<file path="src/rtl/serial_frame_pkg.sv">
// Shared types and helpers for the serial frame receiver.
package serial_frame_pkg;

  localparam int CNT_W = 16;

  typedef enum logic [2:0] {
    IDLE  = 3'd0,
    SHIFT = 3'd1,
    WRITE = 3'd2,
    DRAIN = 3'd3,
    DONE  = 3'd4
  } state_t;

  // Bits per frame: address, data and an optional trailing parity bit.
  function automatic int frame_w(input int aw, input int dw, input bit par);
    return aw + dw + (par ? 1 : 0);
  endfunction

endpackage

</file>
<file path="src/rtl/frame_shift_reg.sv">
// MSB-first serial-to-parallel shifter with a bit counter.
// 'last' flags that the next shifted bit completes the frame; 'full' that it is complete.
module frame_shift_reg #(
  parameter int FRAME_W = 21
) (
  input  logic               clk,
  input  logic               rst,
  input  logic               start,
  input  logic               shift,
  input  logic               sd,
  output logic [FRAME_W-1:0] data,
  output logic               last,
  output logic               full
);

  localparam int CW = $clog2(FRAME_W + 1);

  logic [CW-1:0]      count_reg;
  logic [FRAME_W-1:0] data_reg;
  logic [FRAME_W-1:0] data_next;

  assign data_next[0] = sd;
  for (genvar gi = 1; gi < FRAME_W; gi++) begin : g_shift
    assign data_next[gi] = data_reg[gi-1];
  end

  always_ff @(posedge clk) begin
    if (rst) begin
      count_reg <= '0;
      data_reg  <= '0;
    end else if (start) begin
      count_reg <= CW'(1);
      data_reg  <= data_next;
    end else if (shift) begin
      count_reg <= count_reg + CW'(1);
      data_reg  <= data_next;
    end
  end

  assign data = data_reg;
  assign last = (count_reg == CW'(FRAME_W - 1));
  assign full = (count_reg == CW'(FRAME_W));

endmodule

</file>
<file path="src/rtl/serial_frame_rx.sv">
// sen/sd serial frame receiver writing address/data frames into a register bank.
// Define SERIAL_FRAME_PARITY_EN to add a trailing even-parity bit to every frame.
module serial_frame_rx
  import serial_frame_pkg::*;
#(
  parameter int AW         = 3,
  parameter int DW         = 18,
  parameter int NUM_FRAMES = 8
) (
  input  logic             clk,
  input  logic             rst,
  input  logic             sen,
  input  logic             sd,
  output logic             RB_RW,
  output logic [AW-1:0]    RB_A,
  output logic [DW-1:0]    RB_D,
  output logic             done,
  output logic             frame_err,
  output logic [CNT_W-1:0] frame_cnt
);

`ifdef SERIAL_FRAME_PARITY_EN
  localparam bit PAR_EN = 1'b1;
`else
  localparam bit PAR_EN = 1'b0;
`endif
  localparam int FRAME_W = frame_w(AW, DW, PAR_EN);

  state_t             state_reg, state_next;
  logic               sh_start, sh_shift, sh_last, sh_full;
  logic [FRAME_W-1:0] sh_data;
  logic               parity_ok, write_ok;
  logic               wr, err;
  logic [CNT_W-1:0]   cnt_inc, cnt_after;
  logic               reached;

  frame_shift_reg #(.FRAME_W(FRAME_W)) u_shift (
    .clk   (clk),
    .rst   (rst),
    .start (sh_start),
    .shift (sh_shift),
    .sd    (sd),
    .data  (sh_data),
    .last  (sh_last),
    .full  (sh_full)
  );

`ifdef SERIAL_FRAME_PARITY_EN
  // Even parity over address, data and the parity bit itself must XOR to zero.
  assign parity_ok = ~(^sh_data);
`else
  assign parity_ok = 1'b1;
`endif

  assign write_ok  = sh_full && parity_ok;
  assign cnt_inc   = (frame_cnt == {CNT_W{1'b1}}) ? frame_cnt : frame_cnt + CNT_W'(1);
  assign cnt_after = wr ? cnt_inc : frame_cnt;
  assign reached   = (cnt_after >= CNT_W'(NUM_FRAMES));

  always_comb begin
    state_next = state_reg;
    sh_start   = 1'b0;
    sh_shift   = 1'b0;
    wr         = 1'b0;
    err        = 1'b0;
    case (state_reg)
      IDLE: begin
        if (!sen) begin
          sh_start   = 1'b1;
          state_next = SHIFT;
        end
      end
      SHIFT: begin
        if (sen) begin
          err        = 1'b1;
          state_next = IDLE;
        end else begin
          sh_shift = 1'b1;
          if (sh_last) state_next = WRITE;
        end
      end
      WRITE: begin
        wr  = write_ok;
        err = !write_ok;
        // A still-low sen here means the sender overran the frame.
        if (!sen)         state_next = DRAIN;
        else if (reached) state_next = DONE;
        else              state_next = IDLE;
      end
      DRAIN: begin
        if (sen) begin
          err        = 1'b1;
          state_next = reached ? DONE : IDLE;
        end
      end
      DONE:    state_next = DONE;
      default: state_next = IDLE;
    endcase
  end

  always_ff @(posedge clk) begin
    if (rst) begin
      state_reg <= IDLE;
      RB_RW     <= 1'b1;
      RB_A      <= '0;
      RB_D      <= '0;
      done      <= 1'b0;
      frame_err <= 1'b0;
      frame_cnt <= '0;
    end else begin
      state_reg <= state_next;
      RB_RW     <= !wr;
      frame_err <= err;
      frame_cnt <= cnt_after;
      done      <= (state_reg == DONE);
      if (wr) begin
        RB_A <= sh_data[FRAME_W-1 -: AW];
        RB_D <= sh_data[FRAME_W-1-AW -: DW];
      end
    end
  end

endmodule

</file>
<file path="config.mk">
export PLATFORM = sky130hd
export DESIGN_NAME = serial_frame_rx
export DESIGN_NICKNAME = d
export VERILOG_FILES = /design/src/rtl/serial_frame_pkg.sv /design/src/rtl/frame_shift_reg.sv /design/src/rtl/serial_frame_rx.sv
export SDC_FILE = /design/constraint.sdc
export NUM_CORES = 1
export LEC_CHECK = 0
export BUFFER_PORTS_ARGS = -buffer_cell sky130_fd_sc_hd__buf_2
export CORE_UTILIZATION = 35
export DETAILED_ROUTE_END_ITERATION = 12
export GPL_ROUTABILITY_DRIVEN = 0
export GPL_TIMING_DRIVEN = 0
export PLACE_DENSITY_LB_ADDON = 0.08
export SLEW_MARGIN = 25
export SYNTH_ARGS = -nofsm -noshare
export SYNTH_HDL_FRONTEND = slang
export SYNTH_SLANG_ARGS = --single-unit
export TNS_END_PERCENT = 20
</file>
<file path="constraint.sdc">
create_clock -name clk -period 2.6 [get_ports clk]
set_input_delay 0.52 -clock clk [delete_from_list [all_inputs] [get_ports clk]]
set_output_delay 0.52 -clock clk [all_outputs]
set_load 0.05 [all_outputs]
</file>
* Yosys cells after proc, flatten, opt, wreduce, memory -nomap -nowiden
Cells that the tools add are included. Widths: inputs -> output; s select.
Cells by class: order comparisons 1, equal/unequal tests 10, add/subtract/negate cells 2, reductions and logical operators 7, mux-type cells 19
Operator list (number):
- $mux 21 | 2
- $mux 16 | 2
- $mux 3 | 6
- $add 16x1->16 const B | 1
- $eq 16x16->1 const B | 1
- $ge 16x4->1 const B | 1
- $pmux 3 s5 | 1
- $eq 5x5->1 const B | 2
- $mux 1 | 7
- $eq 3x2->1 const B | 2
- $add 5x1->5 const B | 1
- $ne 2x2->1 const B | 2
- $reduce_or 2->1 | 2
- $eq 3x1->1 const B | 1
- $eq 3x3->1 const B | 1
- $logic_not 3->1 | 1
- $ne 3x3->1 const B | 1
- $reduce_and 3->1 | 1
- $logic_not 1->1 | 2
- $pmux 1 s2 | 1
- $reduce_bool 2->1 | 1
Storage, ports and cells: output and inout bits 40, register bits after elaboration 69, word-level logic and storage cells 49

* Logic depth before layout (Yosys ltp)
Gate-level depths: netlist of run 1.
depth in word-level cells 7, gate-level depth with buffers 9, mapped depth without buffers 8

* Modules after synthesis
Synthesis of run 1 repeated with hierarchy kept, for this count alone.
Second synthesis, totals: cells, all modules 358, area, all modules 3093.0 um^2
Modules (own cells, without submodules):
- serial_frame_rx | instances 1, area an instance 1911.8 um^2, cells each 232
- frame_shift_reg | instances 1, area an instance 1181.1 um^2, cells each 126

* Least setup slack after synthesis of run 1
OpenSTA, ideal clock, no wires.
path type register to register, from reg frame_cnt[0], to reg state_reg[2], clock period less this slack 2630 ps, stages on the path, launching flop included 8, required time 2475 ps, setup slack -30 ps, data arrival time 2505 ps, buffers on the path 0, path through dfxtp_1 ha_1 nand4_1 nor4_4 nand3b_1 nor2_1 xor2_1 o41a_1
On the way: cells in the longest elaborated chain, start to end 7, elaborated cells on any way between the ends 9
Ends and longest elaborated chain:
- start: declaration | RTL line serial_frame_rx.sv:19 | output logic [CNT_W-1:0] frame_cnt
- start signal: assignment | RTL line serial_frame_rx.sv:114 | frame_cnt <= cnt_after;
- $add 16x1->16 / $eq 16x16->1 (equally long branches) | RTL line serial_frame_rx.sv:56 | assign cnt_inc = (frame_cnt == {CNT_W{1'b1}}) ? frame_cnt : frame_cnt + CNT_W'(1);
- $mux 16 | RTL line serial_frame_rx.sv:56
- $mux 16 (*) | RTL line serial_frame_rx.sv:57 | assign cnt_after = wr ? cnt_inc : frame_cnt;
- $ge 16x4->1 (*) | RTL line serial_frame_rx.sv:58 | assign reached = (cnt_after >= CNT_W'(NUM_FRAMES));
- $mux 3 (*) | RTL line serial_frame_rx.sv:87, serial_frame_rx.sv:93
- $mux 3, on equally long branches | RTL line serial_frame_rx.sv:91, serial_frame_rx.sv:86
- $pmux 3 s5 (*) | RTL line serial_frame_rx.sv:66 | case (state_reg)
- end signal: assignment | RTL line serial_frame_rx.sv:111 | state_reg <= state_next;
- end: declaration | RTL line serial_frame_rx.sv:29 | state_t state_reg, state_next;
Every way passes the cells marked *; elsewhere a longest branch is shown, timed or not. The select of a mux whose other input is x is not followed. A chain may end at the register's enable or synchronous reset.

* Worst setup path after layout of run 1
from reg state_reg[1], to reg state_reg[2]
On the way: cells in the longest elaborated chain, start to end 7, elaborated cells on any way between the ends 16
Ends and longest elaborated chain (RTL line):
- $eq 3x2->1 | serial_frame_rx.sv:66
- $mux 1 | serial_frame_rx.sv:66
- $mux 16 | serial_frame_rx.sv:57
- $ge 16x4->1 | serial_frame_rx.sv:58
- $mux 3 | serial_frame_rx.sv:87, serial_frame_rx.sv:93
- $mux 3, on equally long branches | serial_frame_rx.sv:91, serial_frame_rx.sv:86
- $pmux 3 s5 | serial_frame_rx.sv:66
Parallel ways exist; a longest one is shown, timed or not. The select of a mux whose other input is x is not followed.

==> results of run 1 <==
-- cells in the mapped netlist, drive strengths merged, types with 2 or more instances --
master,instances,area [sq um]
a211oi,3,22.5
a21oi,48,240
a31oi,2,12.5
and2,3,18.8
and3,7,46.3
buf,6,38.8
clkbuf,17,65.1
dfxtp,69,1380
ha,4,50.1
inv,8,30.0
mux2i,2,20.0
nand2,96,360
nand3,5,25.0
nand4,7,50.1
nor2,27,101
nor3,8,56.3
nor4,4,55.1
nor4b,2,23.8
o2111ai,2,17.5
o21ai,2,10.0
or2,2,12.5
or3,2,13.8
xnor2,9,78.8
xor2,8,70.1
-- cells by family (layout without fill, tap and decap cells) --
family / count (synthesis) / in the layout / share of synthesized area
XOR/XNOR: 17 / 17 / 0.0509
AO/OA/AOI/OAI: 64 / 64 / 0.125
multiplexers: 3 / 3 / 0.0107
flip-flops: 69 / 69 / 0.472
buffers and inverters: 31 / 95 / 0.0457
adder cells (fa/ha/maj): 4 / 4 / 0.0171
AND/OR/NAND/NOR: 169 / 169 / 0.279
-- worst max-delay path, cell delays in order (launching register included) --
cell     delay [ns]
dfxtp_1        0.31
buf_4          0.14
or3b_4         0.44
nor3_4         0.28
or2b_1         0.29
nor3_1         0.22
xor2_1         0.13
o41a_1         0.43
-- placed cells by master, fill, tap and decap left out, drive strengths merged, types with 3 or more instances in the layout --
cell type	netlist	layout
nor2	27	27
xnor2	9	9
nor3	8	8
ha	4	4
a21oi	48	48
a211oi	3	3
buf	6	54
dfxtp	69	69
nor4	4	4
and2	3	3
inv	8	10
nand4	7	7
nand3	5	5
xor2	8	8
clkbuf	17	27
and3	7	7
nand2	96	96
-- per-stage QoR --
| stage | setup slack (ns) | std cells | instance area (sq um) | utilization | hold WS, ns |
|---|---|---|---|---|---|
| after floorplan | 0.0502 | 357 | 2930 | - | 0.432 |
| after global placement | 0.0332 | 501 | 3270 | 0.412 | 0.441 |
| after detailed placement | 0.0270 | 501 | 3270 | 0.412 | 0.445 |
| after CTS | 0.0117 | 517 | 3470 | 0.437 | 0.413 |
| after global routing | 0.0737 | 523 | 3520 | 0.444 | 0.467 |
| final | 0.246 | 523 | 3520 | 0.444 | 0.433 |
-- power by group --
group	switching (uW)	total, uW	internal (uW)
clock	433	885	452
combinational	39.8	51.4	11.6
sequential	4.92	1070	1060
-- routing by layer --
metal	GRT usage	share of wire
met2	0.260	0.47
met5	0	0
met4	0.0538	0.011
met3	0.0520	0.040
met1	0.211	0.48
-- worst paths after layout --
| check | endpoint | slack, ns | from | depth (start not counted) |
|---|---|---|---|---|
| hold / removal | u_shift.data[0] | 0.43 | sd | 3 |
| setup / recovery | state_reg[2] | 0.25 | state_reg[1] | 7 |
| setup reg to reg | state_reg[2] | 0.25 | state_reg[1] | 7 |
| hold reg to reg | RB_D[7] | 0.45 | RB_D[7] | 2 |
-- cell type report --
type,instances,share of cell area
multi-input combinational,257,0.403
sequential,69,0.393
tap,102,0.0363
timing repair buffer,48,0.0725
clock inverter,6,0.0203
clock buffer,10,0.0363
buffer,23,0.0295
inverter,8,0.00853
-- repair_timing --
action,CTS,global route
setup buffers,0,6
setup endpoints to repair,0,1
gates resized for setup,0,1
==> metrics.cfg, run 1 <==
[outcome]
status=finished, final reports clean

[synth]
syn_area_per_cell_sq_um=8.20
syn_inst=357
ys_types=50
synth-seq-area-share=0.472
netlist_area_sq_um=2930
ys.flop_type=dfxtp_1
async_flop_share=0
ys.warnings.count=0
synth-seq-cells=69
syn-num-nets=365
synth-edff-count=0

[die]
core_area_sq_um=7930
initial_core_util=0.369
die_y_um=93.5
die-width_um=93.5
rows=32
dieArea_sq_um=8730
boundaryPins=44

[sta]
min_period_ns=2.35
slew_violations=0
setup-tns-final_ns=0
relSlewSlack=0.445
finalCritPeriodShare=0.905
worst_pin_slew_ns=0.821
fin_worst_skew_ns=0.0118
fmax_mhz=425
setup_viol=0
hold_violations=0
rsz0062_at_grt=false

[finish]
diodes=0
largest_reg_flops=21
regArea_sq_um=1380
final_nets=424
drive_above_1_share=0.207
area_growth_pct=20.2
multiInputGateArea_sq_um=1420
fill_cells=849

[global_routing]
antenna_found_initial=0
grt_max_degree=14
grt_pass1_vias=2265
track_usage=0.164
grt_pass1_wl_um=11000
grt-ovfl-total=0

[clock_network]
htree_levels=3
clock-sinks=69
clk_pin_slew_worst_paths_ns=0.07
postCtsHoldBufs=0
cts_buffers=9
clk_path_buf_depth=2
cts_tree=built
clkLatencyLatePin_ns=0.35
cts_root_buffer=clkbuf_8

[power_and_ir_drop]
p_per_area_nw_per_um2=569
p_leak_uw=0.00139
vdd_drop_max_mv=0.316
total_power_uw=2000

[route]
routed_wl_um=6600
ant_nets=0
via_per_inst=4.87
via_count=2547
drtIter0Drc=52
dr.pass1.iters=4
avgRoutedWirePerCell_um=12.6
drc=0

[critical_path]
cp.required_ns=2.83
startpoint_type=flip-flop
end_kind=flip-flop
cp.arrival_ns=2.58
crit_path_max_fanout=9
path_class=reg2reg

[run]
maxCapViolations=0

[hold_path]
hold_class=in2reg

[placed_design]
io_buffers=42
dp_hpwl_um=4530

(Power assumes the default switching activity.)
==> inputs of run 2 (changes only) <==
--- a/constraint.sdc
+++ b/constraint.sdc
@@ -3,2 +3,2 @@
 set_output_delay 0.52 -clock clk [all_outputs]
-set_load 0.05 [all_outputs]
+set_load 0.005 [all_outputs]
==> metrics.cfg, run 2 (same netlist as run 1, synthesis figures left out) <==
[finish]
largest_reg_flops=21
final_nets=424
area_growth_pct=19.9
diodes=0
finalNonFillerCells=523
fill_cells=832
finish.instance_area_sq_um=3510
layout_common_cells=96 x nand2_1, 69 x dfxtp_1, 48 x a21oi_1, 46 x buf_2, 27 x nor2_1
final_common_cell=nand2_1
drive_above_1_share=0.200
regArea_sq_um=1380
fin_util=0.443
multiInputGateArea_sq_um=1420

[global_routing]
grt_pass1_vias=2326
met2_usage=0.276
grt-ovfl-total=0
grt_max_degree=13
grt_use_met1=0.210
met3_usage=0.0569
antenna_found_initial=0
grt_pass1_wl_um=11300
track_usage=0.168
gr-max-usage-layer=met2

[sta]
fmax_mhz=434
min_period_ns=2.31
slew_violations=0
setup_viol=0
setup-tns-final_ns=0
setup_ws_ns=0.295
relSlewSlack=0.439
hold_violations=0
finalCritPeriodShare=0.887
worst_pin_slew_ns=0.831
rsz0062_at_grt=false
fin_worst_skew_ns=0.0104

[critical_path]
cp.required_ns=2.82
crit_path_max_fanout=5
path_class=reg2reg
cp.arrival_ns=2.53
slowest_delay_ns=0.41
worst-r2r-cell-count=7
end_kind=flip-flop
cp_slowest_cell=dfxtp_1
startpoint_type=flip-flop
path_cells=ha_1 > nand4_1 > nor4_4 > nand3b_1 > mux2i_1 > o2111ai_1 > o41a_1

[placed_design]
io_buffers=42
dp_hpwl_um=4580
place_ws_ns=0.0366
place_area_sq_um=3270
post-place-cells=501

[clock_network]
clock-sinks=69
htree_levels=3
clk_pin_slew_worst_paths_ns=0.07
cts_buffers=9
postCtsHoldBufs=0
cts_tree=built
cts_root_buffer=clkbuf_8
clkLatencyLatePin_ns=0.34
clk_path_buf_depth=2

[die]
initial_core_util=0.369
boundaryPins=44
core_area_sq_um=7930
rows=32
dieArea_sq_um=8730
die-width_um=93.5
die_y_um=93.5

[outcome]
status=finished, final reports clean

[power_and_ir_drop]
p_per_area_nw_per_um2=564
p_leak_uw=0.00139
vdd_drop_max_mv=0.333

[route]
ant_nets=0
dr.pass1.iters=4
avgRoutedWirePerCell_um=12.9
via_per_inst=4.85
drc=0
drtIter0Drc=70
via_count=2538
routed_wl_um=6720

[hold_path]
holdPathStages=3
hold_class=in2reg

[run]
maxCapViolations=0

-- run 2: cell types whose count changed in the layout (fill, tap and decap cells not counted) --
cell and delta:
clkbuf_1 +1, inv_6 -2, dfxtp_1 +2, dfxtp_2 -2, clkinvlp_4 +1
-- run 2: through the flow --
step | hold WS (ns) | power, uW
after global routing | 0.421 | 2070
after CTS | 0.419 | 2010
after detailed placement | 0.446 | 1140
after global placement | 0.440 | 1140
final | 0.432 | 1980
after floorplan | 0.432 | 1120
-- run 2: repair_timing --
action,in CTS,in global routing
buffers inserted,0,6
resized for setup,0,1
endpoints found under the setup margin,0,1
-- run 2: metal layers --
| layer | vias up | wire (um) |
|---|---|---|
| met4 | 0 | 63 |
| li1 | 1316 | - |
| met3 | 6 | 309 |
| met2 | 48 | 3080 |
| met5 | - | 0 |
| met1 | 1168 | 3270 |
-- run 2: path summary, 6_finish.rpt --
kind	from	endpoint	slack [ns]
max	frame_cnt[0]	state_reg[2]	0.29
min reg2reg	RB_D[16]	RB_D[16]	0.46
min	sd	u_shift.data[0]	0.43
max reg2reg	frame_cnt[0]	state_reg[2]	0.29
-- run 2: critical path: cells and delay by family, from the launching register on --
kind	cells	cell delay, ns
AO/OA/AOI/OAI	2	0.49
adder cells (fa/ha/maj)	1	0.22
flip-flops	1	0.41
multiplexers	1	0.25
AND/OR/NAND/NOR	3	0.82
-- run 2: report_power, final --
group	internal (uW)	switching [uW]	total [uW]
combinational	11.6	38.5	50.2
sequential	1060	4.94	1070
clock	445	418	864
-- run 2: area by class of cell --
cell class | count | share of cell area
clock buffers | 11 | 0.0374
flip-flops and latches | 69 | 0.394
inverters | 8 | 0.00856
plain buffers | 23 | 0.0296
clock inverters | 5 | 0.0175
repair buffers | 48 | 0.0727
multi-input cells | 257 | 0.404
well taps | 102 | 0.0364
==> inputs of run 3 (changes only) <==
- clock period: 2.6 -> 2.45 ns (I/O delays scaled with it)
==> metrics.cfg, run 3 (same netlist as run 1, synthesis figures left out) <==
[outcome]
status=finished, final reports clean

[clock_network]
cts_buffers=9
clock-sinks=69
cts_root_buffer=clkbuf_8
clk_pin_slew_worst_paths_ns=0.07
clk_path_buf_depth=2
postCtsHoldBufs=0
cts_tree=built
clkLatencyLatePin_ns=0.34
htree_levels=3

[sta]
relSlewSlack=0.418
setup_viol=0
worst_pin_slew_ns=0.862
setup_ws_ns=0.186
rsz0062_at_grt=false
hold_violations=0
finalCritPeriodShare=0.924
slew_violations=0
min_period_ns=2.26
fmax_mhz=442
fin_worst_skew_ns=0.00973

[route]
via_count=2530
drtIter0Drc=82
avgRoutedWirePerCell_um=12.8
via_per_inst=4.85
ant_nets=0
drc=0
routed_wl_um=6690
dr.pass1.iters=4

[critical_path]
cp.arrival_ns=2.48
r2r_end=state_reg[2]
r2r_slack_ns=0.19
startpoint_type=flip-flop
path_class=reg2reg
rr_startpoint=state_reg[1]
cp.required_ns=2.67
crit_path_max_fanout=9
worst-r2r-cell-count=7
end_kind=flip-flop

[die]
boundaryPins=44
core_area_sq_um=7930
initial_core_util=0.369
rows=32
die_y_um=93.5
die-width_um=93.5
dieArea_sq_um=8730

[global_routing]
grt_max_degree=13
antenna_found_initial=0
grt-ovfl-total=0
track_usage=0.169
grt_pass1_vias=2358
met3_usage=0.0593
gr-max-usage-layer=met2
met2_usage=0.278
grt_use_met1=0.206
grt_pass1_wl_um=11400

[placed_design]
place_ws_ns=-0.113
io_buffers=42
post-place-cells=501
dp_hpwl_um=4580

[run]
maxCapViolations=0

[hold_path]
hold_class=in2reg
holdPathStages=3
hold_path_end=u_shift.data[0]
hp-start=sd

[power_and_ir_drop]
vdd_drop_max_mv=0.348
p_per_area_nw_per_um2=593
p_leak_uw=0.00138

[finish]
area_growth_pct=20.9
layout_common_cells=96 x nand2_1, 69 x dfxtp_1, 48 x a21oi_1, 46 x buf_2, 27 x nor2_1
diodes=0
drive_above_1_share=0.202
largest_reg_flops=21
finalNonFillerCells=522
final_nets=423
final_common_cell=nand2_1

[run 3: metrics by stage]
stage	setup TNS, ns	utilization	instance area (sq um)	hold WS [ns]	total power, uW
3_3_place_gp	-0.118	0.412	3270	0.440	1210
2_1_floorplan	0	-	2930	0.432	1190
5_1_grt	0	0.446	3540	0.391	2190
3_5_place_dp	-0.113	0.412	3270	0.446	1210
4_1_cts	0	0.443	3510	0.389	2130
6_report	0	0.446	3540	0.401	2100
[run 3: how the worst max path moves through the flow]
| stage | startpoint | end | slack, ns | cells past startpoint |
|---|---|---|---|---|
| floorplan | frame_cnt[0] | state_reg[2] | 0.23 | 7 |
| global placement | frame_cnt[0] | state_reg[2] | -0.12 | 7 |
| detailed placement | u_shift.count_reg[0] | state_reg[2] | -0.11 | 7 |
| CTS | state_reg[1] | state_reg[2] | 0.12 | 7 |
| global route | frame_cnt[0] | state_reg[2] | 0.006 | 7 |
| finish | state_reg[1] | state_reg[2] | 0.19 | 7 |
[run 3: report_power, final]
group	switching, uW	internal [uW]
logic	40.5	12.3
clock network	442	473
registers	5.25	1130
total	488	1610
[run 3: routing by layer]
layer  vias up  routed length [um]  share of wire
met5         -                   0              0
met4         0                  63         0.0094
met3         6                 313          0.047
met2        46                3090           0.46
met1      1165                3220           0.48
li1       1313                   -              -
[run 3: timing repair]
action / in CTS / in global routing
cloned: 0 / 0
gates resized for setup: 1 / 4
setup endpoints to repair: 1 / 1
pin swaps: 2 / 3
buffers inserted: 5 / 0
[run 3: area by class of cell]
type,count,area (sq um)
clock buffer,11,131
inverter,8,30.0
buffer,23,108
tap,102,128
timing repair buffer,47,260
sequential,69,1380
clock inverter,5,61.3
multi-input combinational,257,1440
fill,825,4390
[run 3: worst max-delay path, cell delays in order, from the launching register on]
cell and delay, ns:
dfxtp_1 0.33, buf_6 0.12, or3b_4 0.42, nor3_4 0.30, nand3b_1 0.23, mux2i_1 0.25
o2111ai_1 0.16, o41a_1 0.33
